File: src/rtl/lcd_pkg.sv
// lcd_pkg: shared types and constants for the HD44780-style LCD writer.
//   lcd_state_e  - writer FSM states
//   LCD_CMD_*    - init command bytes
//   INIT_ROM     - power-up command sequence, entry 0 issued first
//   is_slow_cmd  - selects the long post-write wait (clear/home)
//   max_u        - helper used to size the shared timer
package lcd_pkg;

  typedef enum logic [2:0] {
    StPwrup,
    StInit,
    StIdle,
    StSetup,
    StPulse,
    StHold,
    StWait
  } lcd_state_e;

  localparam logic [7:0] LCD_CMD_FUNCSET = 8'h38;
  localparam logic [7:0] LCD_CMD_DISPON  = 8'h0C;
  localparam logic [7:0] LCD_CMD_CLEAR   = 8'h01;
  localparam logic [7:0] LCD_CMD_ENTRY   = 8'h06;

  localparam int unsigned INIT_LEN = 4;

  // Packed so entry i is INIT_ROM[i]; the rightmost element is entry 0.
  localparam logic [INIT_LEN-1:0][7:0] INIT_ROM = {
    LCD_CMD_ENTRY, LCD_CMD_CLEAR, LCD_CMD_DISPON, LCD_CMD_FUNCSET
  };

  // Clear display (0x01) and return home (0x02/0x03) need the long wait.
  function automatic logic is_slow_cmd(input logic rs, input logic [7:0] data);
    return !rs && (data == 8'h01 || data == 8'h02 || data == 8'h03);
  endfunction

  function automatic int unsigned max_u(input int unsigned a, input int unsigned b);
    return (a > b) ? a : b;
  endfunction

endpackage

File: src/rtl/lcd_timer.sv
// lcd_timer: load/count-down timer shared by every timed writer state.
//   clk, rst  - clock, asynchronous active-high reset
//   load      - load load_val this cycle (has priority over counting)
//   load_val  - value to load; a state lasting N cycles loads N-1
//   tick      - count-down enable; the count stops at zero and never wraps
//   done      - count is zero
module lcd_timer #(
  parameter int unsigned W = 8
) (
  input  logic         clk,
  input  logic         rst,
  input  logic         load,
  input  logic [W-1:0] load_val,
  input  logic         tick,
  output logic         done
);

  logic [W-1:0] cnt_q;

  always_ff @(posedge clk or posedge rst) begin
    if (rst) begin
      cnt_q <= '0;
    end else if (load) begin
      cnt_q <= load_val;
    end else if (tick && (cnt_q != '0)) begin
      cnt_q <= cnt_q - 1'b1;
    end
  end

  assign done = (cnt_q == '0);

endmodule

File: src/rtl/lcd_driver.sv
// lcd_driver: HD44780-style character LCD writer fed by a valid/ready byte port.
// Generates the power-up wait, the optional init sequence and RS/EN/DATA timing.
//   clk, rst        - clock, asynchronous active-high reset
//   req_vld/req_rdy - request handshake; req_rdy depends on state only
//   req_rs          - 0 = command, 1 = data
//   req_data        - byte to write
//   lcd_on_i        - backlight/power request, registered onto lcd_on
//   lcd_data/rs/rw/en - LCD pins (rw tied low)
//   busy            - FSM not idle
//   init_done       - sticky once power-up (and init) finished
// Build option: define LCD_INIT_EN to run the built-in init sequence after
// power-up; otherwise power-up goes straight to idle and software sends init.
// PWRUP_CYC must be at least 2.
module lcd_driver
  import lcd_pkg::*;
#(
  parameter int unsigned SETUP_CYC    = 2,
  parameter int unsigned EN_HIGH_CYC  = 25,
  parameter int unsigned CMD_WAIT_CYC = 2500,
  parameter int unsigned CLR_WAIT_CYC = 100000,
  parameter int unsigned PWRUP_CYC    = 1000000
) (
  input  logic       clk,
  input  logic       rst,
  input  logic       req_vld,
  input  logic       req_rs,
  input  logic [7:0] req_data,
  output logic       req_rdy,
  input  logic       lcd_on_i,
  output logic [7:0] lcd_data,
  output logic       lcd_rs,
  output logic       lcd_rw,
  output logic       lcd_en,
  output logic       lcd_on,
  output logic       busy,
  output logic       init_done
);

  localparam int unsigned MaxCyc = max_u(max_u(max_u(SETUP_CYC, EN_HIGH_CYC),
                                               max_u(CMD_WAIT_CYC, CLR_WAIT_CYC)),
                                         PWRUP_CYC);
  localparam int unsigned CntW = $clog2(MaxCyc) + 1;

  lcd_state_e      state_q, state_d;
  logic            armed_q, armed_d;
  logic            init_done_q, init_done_d;
  logic            rs_q, rs_d;
  logic [7:0]      data_q, data_d;
  logic            lcd_on_q;
  logic            tmr_load, tmr_done, tmr_tick;
  logic [CntW-1:0] tmr_val;

`ifdef LCD_INIT_EN
  localparam int unsigned IdxW = $clog2(INIT_LEN);
  logic [IdxW-1:0] idx_q, idx_d;
`endif

  lcd_timer #(
    .W(CntW)
  ) u_timer (
    .clk     (clk),
    .rst     (rst),
    .load    (tmr_load),
    .load_val(tmr_val),
    .tick    (tmr_tick),
    .done    (tmr_done)
  );

  assign tmr_tick = (state_q != StIdle);

  always_ff @(posedge clk or posedge rst) begin
    if (rst) begin
      state_q     <= StPwrup;
      armed_q     <= 1'b0;
      init_done_q <= 1'b0;
      rs_q        <= 1'b0;
      data_q      <= 8'h00;
      lcd_on_q    <= 1'b0;
`ifdef LCD_INIT_EN
      idx_q       <= '0;
`endif
    end else begin
      state_q     <= state_d;
      armed_q     <= armed_d;
      init_done_q <= init_done_d;
      rs_q        <= rs_d;
      data_q      <= data_d;
      lcd_on_q    <= lcd_on_i;
`ifdef LCD_INIT_EN
      idx_q       <= idx_d;
`endif
    end
  end

  always_comb begin
    state_d     = state_q;
    armed_d     = armed_q;
    init_done_d = init_done_q;
    rs_d        = rs_q;
    data_d      = data_q;
    tmr_load    = 1'b0;
    tmr_val     = '0;
`ifdef LCD_INIT_EN
    idx_d       = idx_q;
`endif
    unique case (state_q)
      StPwrup: begin
        // The timer is idle out of reset; the first PWRUP cycle arms it, so
        // loading PWRUP_CYC-2 makes PWRUP last PWRUP_CYC cycles in total.
        if (!armed_q) begin
          armed_d  = 1'b1;
          tmr_load = 1'b1;
          tmr_val  = CntW'(PWRUP_CYC - 2);
        end else if (tmr_done) begin
`ifdef LCD_INIT_EN
          state_d = StInit;
          idx_d   = '0;
`else
          state_d     = StIdle;
          init_done_d = 1'b1;
`endif
        end
      end
      StInit: begin
`ifdef LCD_INIT_EN
        rs_d     = 1'b0;
        data_d   = INIT_ROM[idx_q];
        tmr_load = 1'b1;
        tmr_val  = CntW'(SETUP_CYC - 1);
        state_d  = StSetup;
`else
        state_d = StIdle;
`endif
      end
      StIdle: begin
        if (req_vld && req_rdy) begin
          rs_d     = req_rs;
          data_d   = req_data;
          tmr_load = 1'b1;
          tmr_val  = CntW'(SETUP_CYC - 1);
          state_d  = StSetup;
        end
      end
      StSetup: begin
        if (tmr_done) begin
          tmr_load = 1'b1;
          tmr_val  = CntW'(EN_HIGH_CYC - 1);
          state_d  = StPulse;
        end
      end
      StPulse: begin
        if (tmr_done) begin
          tmr_load = 1'b1;
          tmr_val  = '0;
          state_d  = StHold;
        end
      end
      StHold: begin
        if (tmr_done) begin
          // Wait length comes from the captured byte, not the live request.
          tmr_load = 1'b1;
          tmr_val  = is_slow_cmd(rs_q, data_q) ? CntW'(CLR_WAIT_CYC - 1)
                                               : CntW'(CMD_WAIT_CYC - 1);
          state_d  = StWait;
        end
      end
      StWait: begin
        if (tmr_done) begin
`ifdef LCD_INIT_EN
          if (!init_done_q) begin
            if (idx_q == IdxW'(INIT_LEN - 1)) begin
              state_d     = StIdle;
              init_done_d = 1'b1;
            end else begin
              idx_d   = idx_q + 1'b1;
              state_d = StInit;
            end
          end else begin
            state_d = StIdle;
          end
`else
          state_d = StIdle;
`endif
        end
      end
      default: state_d = StPwrup;
    endcase
  end

  assign req_rdy   = (state_q == StIdle) && init_done_q;
  assign lcd_data  = data_q;
  assign lcd_rs    = rs_q;
  assign lcd_rw    = 1'b0;
  assign lcd_en    = (state_q == StPulse);
  assign lcd_on    = lcd_on_q;
  // Masked by rst so every output reads 0 while reset is held.
  assign busy      = (state_q != StIdle) && !rst;
  assign init_done = init_done_q;

endmodule

File: config.mk
export PLATFORM = sky130hd
export DESIGN_NAME = lcd_driver
export DESIGN_NICKNAME = d
export VERILOG_FILES = /design/src/rtl/lcd_pkg.sv /design/src/rtl/lcd_timer.sv /design/src/rtl/lcd_driver.sv
export SDC_FILE = /design/constraint.sdc
export NUM_CORES = 1
export LEC_CHECK = 0
export ABC_AREA = 0
export BUFFER_PORTS_ARGS = -buffer_cell sky130_fd_sc_hd__buf_4
export CAP_MARGIN = 15
export CORE_MARGIN = 1.5
export CORE_UTILIZATION = 62
export CTS_CLUSTER_SIZE = 25
export DETAILED_ROUTE_END_ITERATION = 10
export PLACE_DENSITY_LB_ADDON = 0.05
export SYNTH_ARGS = -nofsm -noshare
export SYNTH_HDL_FRONTEND = slang
export SYNTH_HIERARCHICAL = 1
export SYNTH_SLANG_ARGS = --single-unit
File: constraint.sdc
create_clock -name clk -period 6.1 [get_ports clk]
set_clock_uncertainty 0.1 [all_clocks]
set_input_delay 0 -clock clk [delete_from_list [all_inputs] [get_ports clk]]
set_output_delay 0 -clock clk [all_outputs]
set_load 0.02 [all_outputs]
==> metrics <==
Synth Cell Area=roughly 2200 um^2; vias=approximately 1,800; Setup Crit Path Kind=reg2reg; largest cells by area after synthesis=dfrtp_1, mux2_4, xnor2_1; nets=280; f_max=roughly 320 MHz; n_diodes=0; CTS hold repair buffers=12; Final TNS setup=0 ps; global-route wire length before repair=8600 um; synth cell count leaders=dfrtp_1, nand2_1, xnor2_1, o21ai_1; Clock Tree Buf Depth=2; fin crit period=3140 ps; Clock Root Buffer=clkbuf_4; # IOs=28; Crit Path Max Fanout=30; largest family of logic cells by synthesized area=simple AND/OR/NAND/NOR gates; largest area contributor in the netlist=dfrtp_1; predominant post-synthesis flop cell=dfrtp_1; die area=roughly 3900 um^2; Max Cap Violations=0; post-CTS sizing=0; CP startpoint=u_timer/cnt_q[4]; Initial Util=64.8%; Yosys reg bits=36; CP startpoint kind=flop; Reg clk slew, reported paths=between 100 and 150 ps; GRT overflow=0; R2R Path Start=u_timer/cnt_q[4]; mux cell area share after synthesis=7.75%; Iteration-0 DRC Markers=between 80 and 90; pwr/cell area=roughly 170 nW/um^2; # H-tree levels=2; Final Max Slew Viols=0; Die Wd=62.3 um; Hold/Removal Path Class=in2async; initial antenna violation count=0; slew margin rel.=47.1%; vias in the first global route=approximately 1,900; syn_area_per_cell=about 9.5 um^2; CORE AREA=3360 um^2; Final GP Congestion=0.874; Synth top area share=around two fifths; synthesis warning total=6; drt pass-1 iters=4; worst skew pair latency=about 350 ps; Vias/cell=5.88; setup violators final=0; CTS Buf Count=5; share of cells above drive strength 1=21.8%; Site Rows=21; number of flops mapped to enable cells by yosys=0; Area Growth Syn to Fin=18.1%; final period utilization=approximately 51%; CTS sink cnt=36; post-synthesis xor/xnor area fraction=around 6.4%; routed wire length=slightly below 5000 um; # DRC=0; ANT nets after route=0; peak supply drop=around 0.12 mV; status=complete, no violations; PortBufs=26; routed len/inst=about 16 um; most common cell in the netlist=dfrtp_1; dpl ws=3010 ps; gr usage total=29.0%; Worst Path Required=around 6300 ps; Worst Tran Pin Value=792 ps; DP HPWL=around 3400 um; post-CTS repair timing setup buffer count=0; complex-gate fraction of the synthesized area=around 15%; Seq/Total Area, Yosys=between 40% and 50%; Post-Synth Adder-Cell Area=between 1 and 1.5%; min setup slack post-route=2960 ps; Syn Inst Count=around 230; unique cell type count in the Yosys netlist=53; RSZ-0062 raised after global routing=false; CTS tree=built; Worst setup EP type=flop; CP arrival=3290 ps; ys async rst share=100%; Hold Violations, Final=0; simple-gate share of the synthesized area=a little under a quarter; largest net degree at the start of global routing=31; leakage power=1.09 nW; die height=a little over 60 um
## placed cells by master (no fill, tap or decap), types with 5 or more instances in the layout
cell            n
nand2_1        27
inv_1          11
nor3_1         11
nor2_1          8
o21ai_0         6
clkbuf_4        5
dlygate4sd3_1  12
xnor2_1        15
a21oi_1         8
buf_4          27
dfrtp_1        36
o21ai_1        14
mux2_4          9
## report_power, final
part | internal [mW] | total [mW] | switching, mW
sequential | 0.240 | 0.241 | 0.00147
clock | 0.0859 | 0.167 | 0.0810
combinational | 0.0121 | 0.0224 | 0.0102
## final timing paths
kind	endpoint	cells past startpoint	slack, ps
max in group asynchronous	u_timer/cnt_q[6]	3	5130
setup reg to reg	u_timer/cnt_q[5]	10	2960
hold / removal	state_q[2]	3	160
setup / recovery	u_timer/cnt_q[5]	10	2960
min in group clk	lcd_on	2	190
hold reg to reg	lcd_data[5]	1	470
## area by class of cell
type | count | area, um^2
Multi-Input combinational cell | 172 | 1170
Sequential cell | 36 | 901
Fill cell | 259 | 790
Timing Repair Buffer | 39 | 323
Tap cell | 46 | 57.6
Clock buffer | 6 | 41.3
Inverter | 11 | 41.3
Clock inverter | 2 | 35.0
## worst max-delay path, stage by stage (launching register included)
cell      delay [ps]
dfrtp_1          450
nor3_2           380
and4_1           500
nand2_1           90
inv_1            240
nand2_1          120
o31a_1           120
o211ai_1         150
buf_4            310
inv_1            240
mux2_2           330
## stage by stage
step	total power, mW	util (%)	area, um^2	std cells	hold slack (ps)
final	0.431	76.5	2570	312	164
after global routing	0.450	76.5	2570	312	161
after CTS	0.436	76.5	2570	312	153
after detailed placement	0.262	70.7	2380	292	1.59
after global placement	0.262	70.7	2380	292	-8.73
after floorplan	0.253	-	2190	232	-199
## sequential cells by signal, indices dropped and copies added (netlist names)
register / count
lcd_data: 8
lcd_rs: 1
state_q: 3
u_timer/cnt_q: 21
armed_q: 1
lcd_on: 1
init_done: 1
## routing by layer
layer,vias to the layer above,routed length (um),track usage (%)
li1,889,-,-
met1,874,2040,33.3
met2,65,2610,50.7
met3,8,255,8.15
met4,0,63,12.5
met5,-,0,0
## cells by family (layout without fill, tap and decap cells)
logic type               after synthesis  after routing
other                                  1              4
flip-flops                            36             36
AND/OR/NAND/NOR                       87             87
adder cells (fa/ha/maj)                2              2
buffers and inverters                 24             58
AO/OA/AOI/OAI                         51             51
multiplexers                          12             12
XOR/XNOR                              16             16
Note: power is estimated with default switching activity, not from simulation.
